## config.mk

```make
export PLATFORM = sky130hd
export DESIGN_NAME = debug_trace_serializer
export DESIGN_NICKNAME = d
export VERILOG_FILES = /design/src/rtl/debug_trace_serializer.sv
export SDC_FILE = /design/constraint.sdc
export NUM_CORES = 1
export LEC_CHECK = 0
export CAP_MARGIN = 20
export CORE_UTILIZATION = 30
export DETAILED_ROUTE_END_ITERATION = 10
export GPL_ROUTABILITY_DRIVEN = 0
export HOLD_SLACK_MARGIN = 0.12
export SLEW_MARGIN = 20
export SYNTH_ARGS = -nofsm -noshare
export SYNTH_HDL_FRONTEND = slang
export SYNTH_SLANG_ARGS = --single-unit
```

## constraint.sdc

```tcl
create_clock -name clk -period 9.3 [get_ports clk]
set_input_delay 2.325 -clock clk [delete_from_list [all_inputs] [get_ports clk]]
set_output_delay 2.325 -clock clk [all_outputs]
set_load 0.03 [all_outputs]
```

## src/rtl/debug_trace_serializer.sv

```systemverilog
// Serialises N-lane retirement records onto the single-lane debug_wb_* trace port.
// Optional macro DEBUG_TRACE_KEEP_NOWB_EN keeps records with a zero write strobe.
module debug_trace_serializer #(
    parameter int LANES = 2,
    parameter int DEPTH = 8,
    parameter int PTR_W = $clog2(DEPTH)
) (
    input  logic                  clk,
    input  logic                  reset,
    input  logic [LANES-1:0]      commit_valid,
    input  logic [32*LANES-1:0]   commit_pc,
    input  logic [4*LANES-1:0]    commit_wen,
    input  logic [5*LANES-1:0]    commit_wnum,
    input  logic [32*LANES-1:0]   commit_wdata,
    output logic                  commit_ready,
    output logic [31:0]           debug_wb_pc,
    output logic [3:0]            debug_wb_rf_wen,
    output logic [4:0]            debug_wb_rf_wnum,
    output logic [31:0]           debug_wb_rf_wdata,
    output logic                  trace_empty
);

    localparam logic [PTR_W:0] READY_MAX = (PTR_W+1)'(DEPTH - LANES);

    logic [31:0]      mem_pc    [DEPTH];
    logic [3:0]       mem_wen   [DEPTH];
    logic [4:0]       mem_wnum  [DEPTH];
    logic [31:0]      mem_wdata [DEPTH];

    logic [PTR_W-1:0] head;
    logic [PTR_W-1:0] tail;
    logic [PTR_W:0]   count;
    logic [PTR_W:0]   pushed;
    logic [PTR_W:0]   popped;
    logic [LANES-1:0] keep;
    logic [PTR_W-1:0] slot [LANES];

    // Readiness ignores the pop of this cycle, so a full group always fits.
    assign commit_ready = (count <= READY_MAX);
    assign popped       = {{PTR_W{1'b0}}, (count != '0)};

    // Kept lanes are packed: each one lands at tail plus the number of kept lanes below it.
    always_comb begin
        keep   = '0;
        pushed = '0;
        for (int i = 0; i < LANES; i++) begin
            slot[i] = pushed[PTR_W-1:0];
`ifdef DEBUG_TRACE_KEEP_NOWB_EN
            keep[i] = commit_valid[i];
`else
            keep[i] = commit_valid[i] && (commit_wen[4*i +: 4] != 4'd0);
`endif
            if (commit_ready && keep[i]) begin
                pushed = pushed + (PTR_W+1)'(1);
            end
        end
    end

    always_ff @(posedge clk) begin
        for (int i = 0; i < LANES; i++) begin
            if (commit_ready && keep[i]) begin
                mem_pc   [tail + slot[i]] <= commit_pc   [32*i +: 32];
                mem_wen  [tail + slot[i]] <= commit_wen  [4*i  +: 4];
                mem_wnum [tail + slot[i]] <= commit_wnum [5*i  +: 5];
                mem_wdata[tail + slot[i]] <= commit_wdata[32*i +: 32];
            end
        end
    end

    always_ff @(posedge clk or posedge reset) begin
        if (reset) begin
            head              <= '0;
            tail              <= '0;
            count             <= '0;
            debug_wb_pc       <= '0;
            debug_wb_rf_wen   <= '0;
            debug_wb_rf_wnum  <= '0;
            debug_wb_rf_wdata <= '0;
        end else begin
            tail  <= tail + pushed[PTR_W-1:0];
            count <= count + pushed - popped;
            if (count != '0) begin
                debug_wb_pc       <= mem_pc   [head];
                debug_wb_rf_wen   <= mem_wen  [head];
                debug_wb_rf_wnum  <= mem_wnum [head];
                debug_wb_rf_wdata <= mem_wdata[head];
                head              <= head + PTR_W'(1);
            end else begin
                debug_wb_rf_wen   <= 4'd0;
            end
        end
    end

`ifdef DEBUG_TRACE_KEEP_NOWB_EN
    // A kept record may carry wen == 0, so emptiness tracks whether a pop happened instead.
    logic out_valid;

    always_ff @(posedge clk or posedge reset) begin
        if (reset) begin
            out_valid <= 1'b0;
        end else begin
            out_valid <= (count != '0);
        end
    end

    assign trace_empty = (count == '0) && !out_valid;
`else
    assign trace_empty = (count == '0) && (debug_wb_rf_wen == 4'd0);
`endif

endmodule

```

# Word-level counts from Yosys, hierarchy flattened
# Memory sizes are Yosys's and may differ from the RTL's. A register that Yosys moved wholly into a read port is not among the register bits.
# Cells that the tools add are included.
# Widths: inputs -> output; s select.
# classes
mux	7
n_addsub	6
n_lt_le_gt_ge	1
reduce_logical	10
# ops
operator	count
$reduce_bool 4->1	3
$logic_not 4->1	2
$mux 4	2
$add 3x3->3	2
$logic_and 1x1->1	5
$mux 1	5
$add 4x1->4 const B	1
$add 4x4->4	1
$le 4x3->1 const B	1
$sub 4x1->4	1
$add 3x1->3 const B	1
# totals
ff_bits	14
n_memories	4
mem_bits_rw	584
output_inout_bits	75
# mem_list
name	words	word_bits	read_ports	rd_ports_with_merged_regs	wr	line	rtl
mem_pc	8	32	1	1	2	25	logic [31:0] mem_pc [DEPTH];
mem_wdata	8	32	1	1	2	28	logic [31:0] mem_wdata [DEPTH];
mem_wnum	8	5	1	1	2	27	logic [4:0] mem_wnum [DEPTH];
mem_wen	8	4	1	0	2	26	logic [3:0] mem_wen [DEPTH];

# Depth between registers and ports, before layout
# depth
word_depth	8
mapped_depth	14
depth_no_buf	13

# Worst setup path after synthesis
# OpenSTA, ideal clock, no wires.
# synth_path
kind	input-to-reg
startpoint	in commit_wen[0]
endpoint	mem mem_pc[0][0] (enable)
setup_slack_ns	0.409
required_time_ns	8.687
path_buffers	0
path_stages	4
arrival_ns	8.278
path_cell_list	o41ai_1 > nor3_1 > nand2_1 > o31ai_1
# synth_lines
element	line	rtl
start: declaration	12	input logic [4*LANES-1:0] commit_wen,
end: declaration	25	

==> results.md <==
Worst setup path:
- The biggest fanout along the worst timing path is 42.
- The element type at the critical path end is a flip-flop.
- In this run the worst setup path begins at commit_wen[0].
- The largest single stage delay on the critical path is 0.72 ns.
- For the worst setup path, the data required time is 9.54 ns.
- The kind of start point of the critical path is an input port.
- The signal on the critical path passes through clkdlybuf4s50_1 > o41ai_1 > nor3_1 > ha_1 > ha_1 > nor3_1 > nand3_4 > buf_4 > o21ai_4 > buf_4.
- The number of buffers and inverters on the critical path is 3.
- The library cell contributing the largest single delay on the critical path is sky130_fd_sc_hd__clkdlybuf4s50_1.
- The worst setup path is of the in2reg kind.
- The beginning of the worst register-to-register path is count[3]$_DFF_PP0_.
- The family with the most delay on the worst path is buffers and inverters.
- The data arrival time at the worst-slack endpoint is 6.72 ns.

Floorplan:
- For this design the top-level I/O count stands at 225.
- The floorplan has 122 rows.
- The initial utilization of the core area, before any placement, comes to 0.3032.
- Measured along the x axis, the die boundary spans 336.9 µm.
- The overall die height is 336.9 µm.
- The area of the die is 113500 µm².
- The area of the core is 111000 µm².

Placement:
- Prior to clock tree synthesis, the placed netlist has a worst setup slack of 2.212 ns.
- Detailed placement ended at an HPWL of roughly 54000 µm.
- Port buffering added 224 buffers.

Global routing:
- The number of antenna violations at the first check in global routing was 26.
- The number of global-route vias before repair is 19.37k.
- The largest net degree at the start of global routing is 87.
- The overall global routing resource usage is 0.1637.
- The first global-routing pass estimated 135300 µm of wire.
- Summed over all layers, the global routing overflow is 0.

Synthesis:
- The sequential area share after synthesis is 0.5830.
- Counting every net in the synthesized netlist gives approximately 2k.
- The per-instance average area after synthesis is 18.42 µm².
- The netlist area before placement is between 30000 and 40000 µm².
- The post-synthesis instance total is 1826.
- The post-synthesis register bit count is 667.
- Yosys printed 0 warnings.
- In the synthesized netlist the dominant register cell turns out to be sky130_fd_sc_hd__edfxtp_1.
- The synthesized design contains between 500 and 600 enable-type register cells.
- The fraction of synthesis flops using an asynchronous set or reset pin is 0.1244.
- In this run, distinct cell masters in the synthesized netlist total 42.

Pwr:
- The design draws 0.01214 W.
- Summed over all cells, the static leakage comes to around 14 nW.
- In this run the power density over the cells is 306.6 nW/µm².
- The largest voltage drop on the vdd net is 0.0002855 V.

STA:
- Dividing the final minimum period by the clock period gives 0.6972.
- Setup repair after global routing left no endpoint under its margin.
- The tightest hold path in the finished design has a slack of 0.4722 ns.
- The final hold violation count is 0.
- The worst path in the final design needs a cycle of 6.484 ns, including I/O delays and setup.
- The number of failing setup endpoints in the final timing report is 0.
- The total count of max-transition violations in the final report came to 0.
- The post-route setup TNS is 0 ns.
- Across all setup checks in the final design, the least slack found is 2.816 ns.
- The highest achievable clock rate is 154.2 MHz.
- The worst-margin pin slew is 1.067 ns.
- The clock skew is about 0.028 ns.
- The worst pin sits at a relative slew slack of 0.2889.

Cells and area:
- Relative to the synthesized area, the layout overhead comes to 17.68%.
- The net count reported at finish is between 2k and 2.5k.
- The share of post-route cells with drive strength above 1 is 0.4301.

Clock network:
- The number of buffers created by CTS is 76.
- The worst-skew pair later-pin latency is 0.64 ns.
- The clock sink total is 667.
- The H-tree depth is 3.
- Hold repair after CTS inserted 0 buffers.
- The worst-case clock buffer depth is 3.
- After clock tree synthesis, the clock-pin slew on the worst setup and hold paths is 0.06 ns.
- The tree is rooted in a sky130_fd_sc_hd__clkbuf_16.
- The number of gates resized after CTS was 0.
- Once the clock tree was built, the setup fixing pass inserted 0 buffers.
- TritonCTS built the clock tree.

Routing:
- After the first detailed-routing iteration, the DRC count stood at between 1k and 1.5k.
- The number of vias per cell after detailed routing is 4.948.
- In this run the remaining antenna-violating nets after routing total 0.
- In the routed design, unresolved DRC markers number 0.
- The final route contains 17.79k vias.
- The average wire length per cell after detail routing is 25.79 µm.
- The number of iterations in the first detailed-routing pass is 5.
- The routed design has 92740 µm of wire.

Worst hold path:
- The source of the worst hold timing path is debug_wb_pc[18]$_DFFE_PP0P_.
- The class of the tightest hold or removal check is reg2reg.

Run:
- Across the run, the number of max-cap violations was 0.

Status:
- The flow ran to the end, and the final reports show no timing, DRC or antenna violations.
per-layer routing:
layer / GRT usage / part of all wire / routed length [µm]
met1: 0.2023 / 0.41 / 38190
met2: 0.2880 / 0.51 / 47560
met3: 0.03324 / 0.055 / 5137
met4: 0.04565 / 0.018 / 1676
met5: 0 / 0.0018 / 170
cell families after synthesis:
group,count (synthesis),synth area share
and+or+nand+nor,178,0.02202
muxes,734,0.3339
AOI/OAI and AO/OA,83,0.01867
xor gates and xnor gates,6,0.001562
adders and majority gates,14,0.005653
buffers and inverters,144,0.03522
DFF,667,0.5830
worst min-delay path, delay by kind of cell (launching register included):
kind / cells / cell delay (ns)
simple gates: 2 / 0.10
flops: 1 / 0.34
cells in the final DEF (no fill, tap or decap), types with 3 or more instances in the layout:
master / n
sky130_fd_sc_hd__edfxtp_1: 584
sky130_fd_sc_hd__mux2_4: 354
sky130_fd_sc_hd__mux2_2: 230
sky130_fd_sc_hd__clkdlybuf4s50_1: 224
sky130_fd_sc_hd__mux4_2: 146
sky130_fd_sc_hd__nand2_1: 145
sky130_fd_sc_hd__dfrtp_1: 80
sky130_fd_sc_hd__clkbuf_16: 79
sky130_fd_sc_hd__a22oi_1: 69
sky130_fd_sc_hd__buf_4: 38
sky130_fd_sc_hd__clkbuf_1: 22
sky130_fd_sc_hd__inv_1: 16
sky130_fd_sc_hd__clkinv_2: 14
sky130_fd_sc_hd__ha_1: 12
sky130_fd_sc_hd__clkinv_1: 10
sky130_fd_sc_hd__nor2_1: 9
sky130_fd_sc_hd__bufinv_16: 6
sky130_fd_sc_hd__diode_2: 4
sky130_fd_sc_hd__nor3_1: 4
sky130_fd_sc_hd__nor3_4: 4
sky130_fd_sc_hd__xnor2_1: 4
sky130_fd_sc_hd__mux2i_1: 4
sky130_fd_sc_hd__o21ai_4: 3
sky130_fd_sc_hd__o21bai_4: 3
sky130_fd_sc_hd__clkinvlp_4: 3
sky130_fd_sc_hd__dfrtp_4: 3
report_power, final:
| part | internal [W] | total (W) | switching (W) |
|---|---|---|---|
| sequential | 0.00423 | 0.00456 | 0.000329 |
| combinational | 0.00199 | 0.00460 | 0.00260 |
| clock | 0.00174 | 0.00298 | 0.00124 |
| total | 0.00797 | 0.0121 | 0.00417 |
path summary, 6_finish.rpt:
check,cells after the start,slack [ns],end
max,10,2.82,mem_wdata[1][10]$_DFFE_PP_
min,2,0.47,debug_wb_pc[18]$_DFFE_PP0P_
max reg2reg,11,4.53,mem_wdata[1][10]$_DFFE_PP_
min reg2reg,2,0.47,debug_wb_pc[18]$_DFFE_PP0P_
max in group asynchronous,3,5.79,head[2]$_DFFE_PP0P_
min in group asynchronous,2,2.18,debug_wb_rf_wdata[15]$_DFFE_PP0P_
cell usage after synthesis, types with 2 or more instances:
library cell,number,area share
sky130_fd_sc_hd__buf_4,3,0.00067
sky130_fd_sc_hd__buf_8,7,0.0031
sky130_fd_sc_hd__mux4_2,146,0.098
sky130_fd_sc_hd__clkbuf_1,30,0.0033
sky130_fd_sc_hd__xor2_1,2,0.00052
sky130_fd_sc_hd__mux2i_1,4,0.0012
sky130_fd_sc_hd__nor2b_1,2,0.00037
sky130_fd_sc_hd__buf_2,30,0.0045
sky130_fd_sc_hd__dfrtp_1,83,0.062
sky130_fd_sc_hd__nor2_1,11,0.0012
sky130_fd_sc_hd__buf_12,17,0.010
sky130_fd_sc_hd__o21bai_1,3,0.00067
sky130_fd_sc_hd__xnor2_1,4,0.0010
sky130_fd_sc_hd__nand3_1,2,0.00030
sky130_fd_sc_hd__nand2b_1,2,0.00037
sky130_fd_sc_hd__buf_1,7,0.00078
sky130_fd_sc_hd__ha_1,12,0.0045
sky130_fd_sc_hd__inv_1,17,0.0019
sky130_fd_sc_hd__a22oi_1,69,0.015
sky130_fd_sc_hd__fa_1,2,0.0012
sky130_fd_sc_hd__buf_6,32,0.011
sky130_fd_sc_hd__mux2_2,230,0.077
sky130_fd_sc_hd__nor3_1,4,0.00060
sky130_fd_sc_hd__nand3_2,2,0.00060
sky130_fd_sc_hd__mux2_4,354,0.16
sky130_fd_sc_hd__nor3_2,4,0.0012
sky130_fd_sc_hd__edfxtp_1,584,0.52
sky130_fd_sc_hd__nand2_1,147,0.016
sky130_fd_sc_hd__o21ai_0,3,0.00045
area by class of cell:
class	count	area [µm²]
Antenna cell	4	10.01
Clock buffer	102	2073
Clock inverter	39	377.9
Fill cell	10350	71380
Inverter	18	70.07
Multi-Input combinational cell	1015	13030
Sequential cell	667	19630
Tap cell	1488	1862
Timing Repair Buffer	263	2547
state kept, by name, indices dropped and copies added, names as in the netlist:
name / cells
count: 4
mem_wnum: 40
debug_wb_pc: 32
mem_pc: 256
debug_wb_rf_wen: 4
debug_wb_rf_wdata: 32
mem_wen: 32
tail: 3
debug_wb_rf_wnum: 5
mem_wdata: 256
head: 3
metrics by stage:
stage / cell area (µm²) / utilization / instances
6_report: 39590 / 0.3568 / 3596
5_1_grt: 39590 / 0.3568 / 3596
4_1_cts: 39580 / 0.3567 / 3592
3_5_place_dp: 37130 / 0.3346 / 3451
3_3_place_gp: 37130 / 0.3346 / 3451
2_1_floorplan: 33640 / - / 1826
No activity file was read; power rests on OpenSTA's default activity.
